`src/rtl/lut_mult_sequencer.sv`:
```
// Sequences an NIBBLES x NIBBLES partial-product walk through an external registered LUT
// and accumulates the returned terms into a single result with a valid/ready handshake.
module lut_mult_sequencer #(
    parameter int unsigned NIBBLES = 4,
    parameter int unsigned ACC_W   = 21
) (
    input  logic                   clk,
    input  logic                   rst,
    input  logic                   in_valid,
    output logic                   in_ready,
    input  logic [4*NIBBLES-1:0]   op_a,
    input  logic [4*NIBBLES-1:0]   op_b,
    output logic [3:0]             comp1,
    output logic [3:0]             comp2,
    output logic [2:0]             i,
    output logic [2:0]             j,
    input  logic [16:0]            data,
    output logic                   out_valid,
    input  logic                   out_ready,
    output logic [ACC_W-1:0]       result,
    output logic                   busy
);

    localparam int unsigned OpW = 4 * NIBBLES;
    localparam logic [2:0] Last = 3'(NIBBLES - 1);

    typedef enum logic [1:0] {StIdle, StIssue, StDrain, StDone} state_t;

    state_t           state;
    logic [OpW-1:0]   a_q;
    logic [OpW-1:0]   b_q;
    logic             pending;
    logic [ACC_W-1:0] acc;

    function automatic logic [3:0] nib(input logic [OpW-1:0] v, input logic [2:0] idx);
        logic [OpW-1:0] s;
        s = v >> {idx, 2'b00};
        return s[3:0];
    endfunction

    // i/j double as the k counter: j is the inner index, i the outer one. They are
    // only non-zero while in ISSUE, so they drive the LUT index ports directly.
    always_ff @(posedge clk) begin
        if (rst) begin
            state     <= StIdle;
            a_q       <= '0;
            b_q       <= '0;
            pending   <= 1'b0;
            acc       <= '0;
            comp1     <= '0;
            comp2     <= '0;
            i         <= '0;
            j         <= '0;
            out_valid <= 1'b0;
        end else begin
            pending <= (state == StIssue);
            if (pending) begin
                acc <= acc + ACC_W'(data);
            end
            unique case (state)
                StIdle: begin
                    if (in_valid) begin
                        a_q   <= op_a;
                        b_q   <= op_b;
                        acc   <= '0;
                        i     <= '0;
                        j     <= '0;
                        comp1 <= op_a[3:0];
                        comp2 <= op_b[3:0];
                        state <= StIssue;
                    end
                end
                StIssue: begin
                    if (i == Last && j == Last) begin
                        i     <= '0;
                        j     <= '0;
                        comp1 <= '0;
                        comp2 <= '0;
                        state <= StDrain;
                    end else if (j == Last) begin
                        i     <= i + 3'd1;
                        j     <= '0;
                        comp1 <= nib(a_q, i + 3'd1);
                        comp2 <= b_q[3:0];
                    end else begin
                        j     <= j + 3'd1;
                        comp2 <= nib(b_q, j + 3'd1);
                    end
                end
                StDrain: begin
                    out_valid <= 1'b1;
                    state     <= StDone;
                end
                StDone: begin
                    if (out_ready) begin
                        out_valid <= 1'b0;
                        state     <= StIdle;
                    end
                end
                default: state <= StIdle;
            endcase
        end
    end

    assign in_ready = (state == StIdle);
    assign busy     = (state != StIdle);
    assign result   = acc;

endmodule

```
`config.mk`:
```
export PLATFORM = sky130hd
export DESIGN_NAME = lut_mult_sequencer
export DESIGN_NICKNAME = d
export VERILOG_FILES = /design/src/rtl/lut_mult_sequencer.sv
export SDC_FILE = /design/constraint.sdc
export NUM_CORES = 1
export LEC_CHECK = 0
export CORE_MARGIN = 8
export CORE_UTILIZATION = 50
export CTS_CLUSTER_SIZE = 40
export DETAILED_ROUTE_END_ITERATION = 16
export PLACE_DENSITY = 0.8
export SYNTH_ARGS = -nofsm -noshare
export SYNTH_HDL_FRONTEND = slang
export SYNTH_SLANG_ARGS = --single-unit
```
`constraint.sdc`:
```
create_clock -name clk -period 2.25 [get_ports clk]
set_input_delay 0.3375 -clock clk [delete_from_list [all_inputs] [get_ports clk]]
set_output_delay 0.3375 -clock clk [all_outputs]
set_load 0.05 [all_outputs]
```
==> results summary <==
Entering global routing, the biggest net connects 47 pins. Summed over all layers, the global routing overflow is 0. The detail-routed via count per cell came out at 5.57. The number of enable-type register cells in the synthesized netlist came out at 0. Counting every sink on the clock net gives 71. The count of TritonRoute iterations in the first routing pass is 4. The path with the worst hold slack has its endpoint at pending.

The antenna diode instance count is 0. The number of hold violations in the final report is 0. The fraction of layout instances using a drive strength above 1 came out at 11.5%. The placed standard-cell area is 4980 um2. The global-route wire length before repair came out at 17700 um. The max-cap check violation count came out at 0. The number of antenna violations at the first check in global routing came out at 0. The final sum of negative setup slack is 0 ns.

For the pin with the worst max-slew slack, the measured transition is approximately 0.52 ns. The critical path is of the primary input to register type. Synthesis inferred 71 register bits.

The number of buffers added by the clock tree synthesis step is 9. The worst setup path is captured at a register. The final design area excluding fillers came out at 5200 um2. The number of setup violations in the final report came out at 0. The die covers 10900 um2. The worst register-to-register path begins at j[1]. The total via count in the routed design came out at 3757. The CTS root buffer is clkbuf_8. Derived from the worst setup path, the maximum achievable clock frequency is 0.470 GHz.

The post-route core utilization is 68.1%. Of the synthesized area, sequential elements account for between 30% and 40%. The number of filler instances in the final layout came out at 619. In this run the remaining antenna-violating nets after routing total 0. The multi-input logic area is 2340 um2. The fraction of registers with async set/reset came out at 0%.

The clock insertion delay at the later pin of the skew report came out at 0.35 ns. The count of buffers inserted at the top-level ports is 90. The placeable core area came out at 7650 um2. The static leakage is 0.00202 uW.

The area overhead of the layout relative to synthesis came out at 33.0%. The total power divided by cell area came out at 1020 nW/um2. The quantity of hold-fixing buffers added after cts came out at 0. The overall routing resource usage is between 10% and 20%. The final routed DRC violation total came out at 0. Routability-driven placement finished with a final weighted congestion of 0.863.

The flip-flop cell with the highest count after synthesis is dfxtp_1. The Yosys step of the flow raised 0 warnings. TritonCTS built the clock tree.

The final setup skew is 0.00653 ns. After detailed routing, the average wire length per cell comes to 15.7 um. The initial utilization of the core area, before any placement, comes to 51.2%.

Dividing the final minimum period by the clock period gives 94.6%. The number of core rows is 32. The path class of the tightest hold or removal check is primary input to register. The top cell types in the final layout, fill and taps aside, are nand2_1 (97), clkdlybuf4s50_1 (87), dfxtp_1 (69), a21oi_1 (53), nor2_1 (30).

The sequential cells in the finished layout cover a total of 1420 um2. Counting along the longest clock path gives a buffer depth of 2. In this run the cell area of the synthesized design comes to 3910 um2. The H-tree was split into 3 levels.

The HPWL reported at the end of detailed placement is 7950 um. The die outline height came out at 104 um. The number of global-route vias before repair is 3856. The violation count after the first detailed-routing iteration came out at 167. The worst hold slack after final layout is 0.261 ns. The number of top-level design ports came out at 91. The largest fanout of any net on the critical path came out at 4. The worst slew slack as a fraction of its limit is between 60% and 70%.

The data arrival time of the critical path came out at 2.37 ns. The cell count after synthesis is 468. The final layout contains routed wiring with a total length of roughly 11000 um. The setup slack of the worst register-to-register path came out at approximately 0.14 ns. In this run the critical register-to-register path is captured at comp2[1]. The worst path in the final design needs a cycle of 2.13 ns, including I/O delays and setup.

The final number of max-transition violations was 0. Setup repair after global routing left no endpoint under its margin. The worst hold path begins at rst.

The depth of the worst register-to-register path came out at 5. The worst-case vdd ir drop came out at about 0.0011 V. The count of cell types in the netlist is 52.

The average footprint of a synthesized cell came out at 8.36 um2. The floorplan step set the die width to 104 um. The required time of the critical path is 2.49 ns. The run finished with clean final reports. At the end of the flow, the number of nets in the layout was 647. The library cell used most frequently in the layout, excluding fill and tap cells, is nand2_1. The depth of the worst hold-timing path came out at 2. The sort of element at the start of the critical path is a primary input. The synthesized net count came out at 548. The clock slew at the register clock pins of the worst setup and hold paths is 0.08 ns.
[state kept, by name, indices dropped and copies added (netlist names)]
register and cells:
comp1 4, comp2 4, pending 1, a_q 16, j 3, b_q 16, out_valid 1, state 2
i 3, result 21
[report_power, final]
group          switching [uW]  internal (uW)  total [uW]
Clock                     514            546        1060
Sequential                168           1520        1690
Combinational            1600            950        2550
Total                    2280           3010        5300
[timing repair]
| action | CTS | global route |
|---|---|---|
| gates resized for setup | 0 | 2 |
| endpoints found under the setup margin | 0 | 4 |
| setup buffers | 0 | 0 |
[cell usage after synthesis (all sizes together) (2+ instances only)]
cell / instances / area share (%)
o21a: 3 / 0.58
nand3: 7 / 0.90
a221oi: 5 / 1.3
a211oi: 6 / 1.2
clkbuf: 15 / 1.4
o21bai: 2 / 0.38
nor2: 31 / 3.0
a32oi: 4 / 0.90
buf: 9 / 1.5
dfxtp: 71 / 36
xnor2: 8 / 1.8
o211ai: 7 / 1.5
a311o: 2 / 0.51
ha: 26 / 8.3
o31ai: 2 / 0.64
inv: 15 / 1.4
nand2: 97 / 9.3
or3: 2 / 0.32
a31oi: 6 / 0.96
nand4b: 2 / 0.45
mux4: 8 / 4.6
xor2: 5 / 1.1
nand4: 4 / 0.64
a21o: 3 / 0.58
a22o: 4 / 0.90
a21oi: 57 / 7.9
and2: 2 / 0.32
nand2b: 3 / 0.48
o21ai: 14 / 1.9
mux2i: 10 / 2.6
nor2b: 7 / 1.1
nor3: 16 / 2.2
o22ai: 5 / 0.80
and3: 4 / 0.64
[worst max path at each step]
| stage | from | cells after the start | end |
|---|---|---|---|
| 2_1_floorplan | result[1] | 8 | result[16] |
| 5_1_grt | j[1] | 5 | comp2[1] |
| 4_1_cts | data[0] | 10 | result[16] |
| 3_3_place_gp | data[0] | 10 | result[16] |
| 3_5_place_dp | data[0] | 10 | result[16] |
| 6_report | data[0] | 10 | result[16] |
[per-stage QoR]
step	cells	total power [uW]	worst slack [ns]
after floorplan	468	3490	0.0754
after global placement	658	4180	-0.200
after detailed placement	658	4250	-0.313
after CTS	674	5320	0.0657
after global routing	674	5620	0.00708
final	674	5300	0.122
[layer usage]
metal | GRT usage (%) | routed length [um] | vias to the layer above
li1 | - | - | 1861
met3 | 4.96 | 712 | 15
met5 | 0 | 0 | -
met4 | 6.83 | 131 | 0
met2 | 34.4 | 5340 | 128
met1 | 21.8 | 4390 | 1753
[cell type report]
type                       instances  area share [%]
clock buffer                      10            2.64
clock inverter                     6            1.30
inverter                          15            1.08
multi-input combinational        358            44.9
sequential                        71            27.4
tap                              102            2.45
timing repair buffer             112            20.3
[cells by family after synthesis]
family / synth area share [%]
compound gates: 20.6
xor+xnor: 2.91
fa+ha+maj: 8.83
buf+inv: 4.35
flops: 36.3
mux: 7.16
simple gates: 19.9
[critical path: stages]
cell and delay, ns:
clkdlybuf4s50_1 0.46, ha_1 0.17, inv_1 0.06, fa_1 0.39, nand2b_4 0.17, a21oi_4 0.20, nor3_2 0.10, o31ai_2 0.26
xnor2_1 0.15, o21ai_1 0.07
Note: power is estimated with default switching activity, not from simulation.
